[src/rtl/alu_sequencer_if.sv]
// Command and result handshakes between an upstream issuer and alu_sequencer.
// master = issuer/consumer side, slave = the sequencer.
interface alu_sequencer_if;
    logic       cmd_valid;
    logic       cmd_ready;
    logic [3:0] cmd_op;
    logic [1:0] cmd_rd;
    logic [1:0] cmd_rs;
    logic [1:0] cmd_rt;
    logic       cmd_use_imm;
    logic [7:0] cmd_imm;
    logic       res_valid;
    logic       res_ready;
    logic [7:0] res_data;
    logic       res_carry;
    logic [1:0] res_rd;

    modport master (
        output cmd_valid, cmd_op, cmd_rd, cmd_rs, cmd_rt, cmd_use_imm, cmd_imm, res_ready,
        input  cmd_ready, res_valid, res_data, res_carry, res_rd
    );

    modport slave (
        input  cmd_valid, cmd_op, cmd_rd, cmd_rs, cmd_rt, cmd_use_imm, cmd_imm, res_ready,
        output cmd_ready, res_valid, res_data, res_carry, res_rd
    );
endinterface

[src/rtl/alu_sequencer.sv]
// Issue/write-back sequencer around a combinational 8-bit ALU: operand fetch from a
// 4x8 register file, one-cycle execute, result write-back and downstream handshake.
module alu_sequencer #(
    parameter int unsigned NREGS   = 4,
    parameter logic [3:0]  LOAD_OP = 4'b1111
) (
    input  logic                clk,
    input  logic                rst,
    alu_sequencer_if.slave      bus,
    output logic [7:0]          alu_a,
    output logic [7:0]          alu_b,
    output logic [3:0]          alu_opcode,
    input  logic [7:0]          alu_result,
    input  logic                alu_carry,
    output logic                flag_c
);
    localparam int unsigned DATA_W = 8;
    localparam int unsigned IDX_W  = 2;
    localparam int unsigned OP_W   = 4;

    typedef enum logic [1:0] {
        IDLE = 2'd0,
        EXEC = 2'd1,
        RESP = 2'd2
    } state_t;

    state_t              state;
    logic [DATA_W-1:0]   regs [NREGS];
    logic [IDX_W-1:0]    rd_q;
    logic [OP_W-1:0]     op_q;
    logic [DATA_W-1:0]   imm_q;

    // LOAD bypasses the ALU entirely and never produces a carry.
    logic                is_load_c;
    logic [DATA_W-1:0]   value_c;
    logic                carry_c;

    always_comb begin
        is_load_c = (op_q == LOAD_OP);
        value_c   = is_load_c ? imm_q : alu_result;
        carry_c   = is_load_c ? 1'b0 : alu_carry;
    end

    always_ff @(posedge clk or posedge rst) begin
        if (rst) begin
            state         <= IDLE;
            bus.cmd_ready <= 1'b1;
            bus.res_valid <= 1'b0;
            bus.res_data  <= '0;
            bus.res_carry <= 1'b0;
            bus.res_rd    <= '0;
            alu_a         <= '0;
            alu_b         <= '0;
            alu_opcode    <= '0;
            flag_c        <= 1'b0;
            rd_q          <= '0;
            op_q          <= '0;
            imm_q         <= '0;
            for (int i = 0; i < int'(NREGS); i++) begin
                regs[i] <= '0;
            end
        end else begin
            case (state)
                IDLE: begin
                    if (bus.cmd_valid && bus.cmd_ready) begin
                        alu_a         <= regs[bus.cmd_rs];
                        alu_b         <= bus.cmd_use_imm ? bus.cmd_imm : regs[bus.cmd_rt];
                        alu_opcode    <= bus.cmd_op;
                        rd_q          <= bus.cmd_rd;
                        op_q          <= bus.cmd_op;
                        imm_q         <= bus.cmd_imm;
                        bus.cmd_ready <= 1'b0;
                        state         <= EXEC;
                    end
                end
                EXEC: begin
                    regs[rd_q]    <= value_c;
                    bus.res_data  <= value_c;
                    bus.res_carry <= carry_c;
                    bus.res_rd    <= rd_q;
                    flag_c        <= carry_c;
                    bus.res_valid <= 1'b1;
                    state         <= RESP;
                end
                RESP: begin
                    // cmd_ready returns only after this edge, so no same-edge re-accept.
                    if (bus.res_valid && bus.res_ready) begin
                        bus.res_valid <= 1'b0;
                        bus.cmd_ready <= 1'b1;
                        state         <= IDLE;
                    end
                end
                default: begin
                    state         <= IDLE;
                    bus.cmd_ready <= 1'b1;
                    bus.res_valid <= 1'b0;
                end
            endcase
        end
    end
endmodule

[src/flat_wrapper.sv]
// flat-port wrapper written by rule: the top's interface ports become plain ports
module alu_sequencer_flat 
#(
    parameter int unsigned NREGS   = 4,
    parameter logic [3:0]  LOAD_OP = 4'b1111
)
  (clk, rst, alu_a, alu_b, alu_opcode, alu_result, alu_carry, flag_c, bus_cmd_valid, bus_cmd_op, bus_cmd_rd, bus_cmd_rs, bus_cmd_rt, bus_cmd_use_imm, bus_cmd_imm, bus_res_ready, bus_cmd_ready, bus_res_valid, bus_res_data, bus_res_carry, bus_res_rd);
  alu_sequencer_if bus_i ();
  input  logic clk;
  input  logic rst;
  output logic [7:0] alu_a;
  output logic [7:0] alu_b;
  output logic [3:0] alu_opcode;
  input  logic [7:0] alu_result;
  input  logic alu_carry;
  output logic flag_c;
  input wire logic [$bits(bus_i.cmd_valid)-1:0] bus_cmd_valid;
  input wire logic [$bits(bus_i.cmd_op)-1:0] bus_cmd_op;
  input wire logic [$bits(bus_i.cmd_rd)-1:0] bus_cmd_rd;
  input wire logic [$bits(bus_i.cmd_rs)-1:0] bus_cmd_rs;
  input wire logic [$bits(bus_i.cmd_rt)-1:0] bus_cmd_rt;
  input wire logic [$bits(bus_i.cmd_use_imm)-1:0] bus_cmd_use_imm;
  input wire logic [$bits(bus_i.cmd_imm)-1:0] bus_cmd_imm;
  input wire logic [$bits(bus_i.res_ready)-1:0] bus_res_ready;
  output wire logic [$bits(bus_i.cmd_ready)-1:0] bus_cmd_ready;
  output wire logic [$bits(bus_i.res_valid)-1:0] bus_res_valid;
  output wire logic [$bits(bus_i.res_data)-1:0] bus_res_data;
  output wire logic [$bits(bus_i.res_carry)-1:0] bus_res_carry;
  output wire logic [$bits(bus_i.res_rd)-1:0] bus_res_rd;
  assign bus_i.cmd_valid = bus_cmd_valid;
  assign bus_i.cmd_op = bus_cmd_op;
  assign bus_i.cmd_rd = bus_cmd_rd;
  assign bus_i.cmd_rs = bus_cmd_rs;
  assign bus_i.cmd_rt = bus_cmd_rt;
  assign bus_i.cmd_use_imm = bus_cmd_use_imm;
  assign bus_i.cmd_imm = bus_cmd_imm;
  assign bus_i.res_ready = bus_res_ready;
  assign bus_cmd_ready = bus_i.cmd_ready;
  assign bus_res_valid = bus_i.res_valid;
  assign bus_res_data = bus_i.res_data;
  assign bus_res_carry = bus_i.res_carry;
  assign bus_res_rd = bus_i.res_rd;
  alu_sequencer #(.NREGS(NREGS), .LOAD_OP(LOAD_OP)) u_core (.clk(clk), .rst(rst), .bus(bus_i), .alu_a(alu_a), .alu_b(alu_b), .alu_opcode(alu_opcode), .alu_result(alu_result), .alu_carry(alu_carry), .flag_c(flag_c));
endmodule
[config.mk]
export PLATFORM = sky130hd
export DESIGN_NAME = alu_sequencer_flat
export DESIGN_NICKNAME = d
export VERILOG_FILES = /design/src/rtl/alu_sequencer_if.sv /design/src/rtl/alu_sequencer.sv /design/src/flat_wrapper.sv
export SDC_FILE = /design/constraint.sdc
export NUM_CORES = 1
export LEC_CHECK = 0
export BUFFER_PORTS_ARGS = -buffer_cell sky130_fd_sc_hd__buf_2
export CAP_MARGIN = 0
export CELL_PAD_IN_SITES_DETAIL_PLACEMENT = 0
export CELL_PAD_IN_SITES_GLOBAL_PLACEMENT = 1
export CORE_ASPECT_RATIO = 1.4
export CORE_UTILIZATION = 45
export DETAILED_ROUTE_END_ITERATION = 8
export GPL_TIMING_DRIVEN = 0
export PLACE_DENSITY = 0.9
export SLEW_MARGIN = 20
export SYNTH_ARGS = -nofsm -noshare
export SYNTH_HDL_FRONTEND = slang
export SYNTH_SLANG_ARGS = --single-unit
[constraint.sdc]
create_clock -name clk -period 3.9 [get_ports clk]
set_input_delay 0.585 -clock clk [delete_from_list [all_inputs] [get_ports clk]]
set_output_delay 0.585 -clock clk [all_outputs]
set_load 0.01 [all_outputs]
## Word-level counts from Yosys, hierarchy flattened

Cells that the tools add are included.

| storage, ports and cells | value |
|---|---|
| bits in registers | 77 |
| input bits | 32 |
| output and inout port bits | 34 |
| word-level logic and storage cells | 57 |

| cells by class | value |
|---|---|
| order comparisons | 4 |
| equal/unequal tests | 5 |
| multiplexer cells | 20 |
| bitwise gates (word level) | 5 |
| reductions and logical operators | 8 |

Operator list:

| kind | count |
|---|---|
| $mux W8 | 7 |
| $bmux W8 S2 | 2 |
| $bwmux W32 | 1 |
| $demux W8 S2 | 1 |
| $ge A3 B3 Y1 const B | 3 |
| $not A2 Y3 | 3 |
| $pmux W1 S3 | 2 |
| $pmux W2 S3 | 1 |
| $reduce_and A2 Y1 | 3 |
| $eq A4 B4 Y1 const B | 1 |
| $mux W1 | 4 |
| $mux W2 | 2 |
| $ne A2 B1 Y1 const B | 2 |
| $logic_and A1 B1 Y1 | 3 |
| $lt A3 B1 Y1 const B | 1 |
| $reduce_and A3 Y1 | 1 |
| $eq A2 B1 Y1 const B | 1 |
| $eq A2 B2 Y1 const B | 1 |
| $logic_not A2 Y1 | 1 |
| $not A1 Y1 | 2 |

## Longest topological paths before layout

| logic depth | value |
|---|---|
| depth after elaboration | 6 |
| depth in mapped cells | 6 |

## Worst setup path before layout

Ideal clock, no wire load.

| path | value |
|---|---|
| path type | input -> register |
| from | in bus_cmd_rs[0] |
| to | reg u_core.alu_a[0] |
| setup time | 0.125 ns |
| arrival | 1.458 ns |
| required time | 3.775 ns |
| slack | 2.317 ns |
| stages | 3 |
| buffers on the path | 1 |
| path through | buf_6 -> mux4_2 -> mux2_2 |

| on the way | value |
|---|---|
| longest elaborated chain between the ends | 4 |

RTL lines:

| what | line | source |
|---|---|---|
| start, declared | flat_wrapper.sv:20 | `input wire logic [$bits(bus_i.cmd_rs)-1:0] bus_cmd_rs;` |
| $not A2 Y3 (implied by the code) | alu_sequencer.sv:66 | `alu_a <= regs[bus.cmd_rs];` |
| $bmux W8 S2 | alu_sequencer.sv:66 |  |
| $mux W8 (implied by the code) (2 in series) | alu_sequencer.sv:66 |  |
| end signal, assigned | alu_sequencer.sv:66 |  |
| end, declared | alu_sequencer.sv:10 | `output logic [7:0] alu_a,` |

Every way passes these cells. The select of a mux whose other input is x is not followed.
A chain may end at the register's enable or synchronous reset.

==> out/summary.txt <==
Final setup vio count: 0
Synth Cell Area: 0.00345 mm^2
First-pass GRT wire length: 12000 um
EDFF count, synth: 0
Flops & latches, synth: 77
Yosys warns: 0
Fin crit period: 1.66 ns
R2R Setup Slk: 2.24 ns
Final worst-path cycle share: 42.6%
Rows: 37
Critical Path AT: 1.87 ns
Chip width: 76.0 um
Crit path to: u_core.regs[4]
Core Region: 0.00741 mm^2
CTS Hold Buffers Added: 0
Slew @ Worst Pin: 0.597 ns
Root buffer cell: clkbuf_8
Worst path required time: 4.10 ns
Fill cells: 638
Die area: 0.00803 mm^2
Clock skew: 0.00631 ns
HPWL Detailed: 5490 um
Via density: 5.34
Synth Flop Type: dfrtp_1
MaxCap Viol Count: 0
Vias in the first global route: 2467
CP max FO: 9
Pre-antenna DRT Iters: 4
Worst r2r dst: u_core.regs[4]
Startpoint types: flop
Unrepaired setup endpoints after global routing: no
Port bufs: 60
H-tree Lvls: 3
GPL Wtd Cong: 0.724
Fin Setup TNS: 0 ns
GRT Residual Overflow: 0
Share of layout cells above drive strength 1: 35.7%
WL final: 7080 um
Area Overhead vs Synth: 18.7%
Hold Fails Final Rpt: 0
I/O pin count: 66
Clock tree buffer depth: 2
Crit Path Category: flop to flop
Setup crit end kind: flop
Post-CTS sizing: 0
Starting Density: 46.6%
Antenna viol nets, final: 0
Fin. max-slew vios: 0
Routed via count: 2359
Crit path from: u_core.alu_opcode[2]
Routed length per instance: 16.0 um
Final #Nets: 373
Status: completed
Top-count cell post-synth: dfrtp_1
Skew-Pair Late Insertion Delay: 0.34 ns
Commonest cells in the netlist: 76 x dfrtp_1, 33 x a21oi_1, 31 x nor2_1
Largest net degree at the start of global routing: 59
CTS tree: yes
Postcts setup bufs: 0
Reg2reg start: u_core.alu_opcode[2]
TritonCTS buffer count: 9
Worst-path clk slew: 0.07 ns
Iter 0 DRT Violations: 128
Most area-consuming cells after synthesis: dfrtp_1 55%, mux4_2 10%, a21oi_1 4.8%, mux2i_1 4.6%, mux2_1 4.6%
Antenna violations before repair: 0
Seq/Total Area, Yosys: 55.9%
Syn nets: 301
Synth cell types: 27
Chip Height: 106 um
Placed Instances: 427
Worst IR Drop VDD: 151 uV
Gr usage total: 19.8%
Worst Reg-to-Reg Cells: 4
Post-synthesis instance total: 269
Asr flop ratio synth: 100%
Cells along the critical path: nand4_1 > buf_2 > mux2i_1 > o21ai_0
Fmax: 0.601 GHz
Slew Limit Headroom: 59.1%
Slowest cell on the critical path: mux2i_1
DRC: 0
Layout Cells excl Fill: 442
Cell taking the most area after synthesis: dfrtp_1
Synth Area per Inst: 12.8 um^2
Hold Path Class: input port to asynchronous set/reset pin
Leakage: 1.97 nW
Ant diodes: 0
Pwr/cell area: 354 mW/mm^2
Yosys top cell area share: 55.1%
Critical Path Max Stage Delay: 0.58 ns
CTS sink count: 77
layer usage:
layer / track usage (%) / up-vias / part of all wire [%]
li1: - / 1105 / -
met1: 23.7 / 1185 / 40
met2: 33.4 / 57 / 53
met3: 5.02 / 12 / 4.6
met4: 9.48 / 0 / 2.3
met5: 0 / - / 0
worst max-delay path, delay by kind of cell (launching register included):
family,cells,cell delay (ns)
compound gates,1,0.18
flops,1,0.39
simple gates,1,0.09
buf+inv,1,0.29
mux,1,0.58
layout by cell type (no fill, tap or decap), drive strengths merged:
master  instances
dfstp           1
nand2b          1
mux4           16
inv             2
buf            79
nand4b          1
bufinv          1
mux2i          16
clkbuf         17
nor4b           1
dfrtp          76
o22a            1
nand4           1
o21ai          18
a211o           1
nand2          19
o21a            1
a21oi          34
nor2           32
and4bb          3
mux2           24
through the flow:
stage | area (um^2) | hold slack, ns | util, % | setup WS [ns] | power [W]
2_1_floorplan | 3450 | 0.457 | - | 1.35 | 0.000851
3_3_place_gp | 3870 | 0.462 | 52.3 | 0.534 | 0.000876
3_5_place_dp | 3900 | 0.474 | 52.7 | 2.17 | 0.000881
4_1_cts | 4100 | 0.179 | 55.3 | 2.22 | 0.00147
5_1_grt | 4100 | 0.198 | 55.3 | 2.07 | 0.00150
6_report | 4100 | 0.184 | 55.3 | 2.24 | 0.00145
worst min-delay path by stage:
stage,startpoint,endpoint,slack [ns],cells after the start
2_1_floorplan,u_core.imm_q[0],u_core.imm_q[0],0.46,1
3_3_place_gp,u_core.bus.res_data[2],u_core.bus.res_data[2],0.46,2
3_5_place_dp,u_core.imm_q[2],u_core.imm_q[2],0.47,1
4_1_cts,rst,u_core.rd_q[0],0.18,2
5_1_grt,rst,u_core.rd_q[0],0.20,2
6_report,rst,u_core.rd_q[0],0.18,2
sequential cells by signal (all words and copies together), names as in the netlist:
name and count:
u_core.regs 32, u_core.alu_a 8, u_core.alu_b 8, u_core.bus.res_data 8
u_core.imm_q 8, u_core.alu_opcode 4, u_core.bus.res_rd 2, u_core.rd_q 2
u_core.state 2, u_core.bus.cmd_ready 1, u_core.bus.res_valid 1, u_core.flag_c 1
logic make-up (layout without fill, tap and decap cells):
| kind of cell | Yosys count | in the layout | synth area share (%) |
|---|---|---|---|
| DFF | 77 | 77 | 55.9 |
| and+or+nand+nor | 58 | 58 | 8.12 |
| muxes | 56 | 56 | 22.9 |
| AOI/OAI and AO/OA | 55 | 55 | 8.37 |
| buffers and inverters | 23 | 99 | 4.75 |
report_power, final:
| part | internal (W) | switching, W |
|---|---|---|
| Combinational | 0.0000260 | 0.0000397 |
| Sequential | 0.000798 | 0 |
| Clock | 0.000328 | 0.000260 |
| Total | 0.00115 | 0.000300 |
final cells by class:
type                    instances  area, um^2  share of cell area [%]
multi-input cells             169        1360                    33.2
repair buffers                 61         328                    8.00
clock inverters                 1        30.0                   0.733
plain buffers                  21         156                    3.82
flip-flops and latches         77        1930                    47.1
inverters                       2        10.0                   0.244
well taps                      97         121                    2.96
clock buffers                  14         163                    3.97
Note: power is estimated with default switching activity, not from simulation.
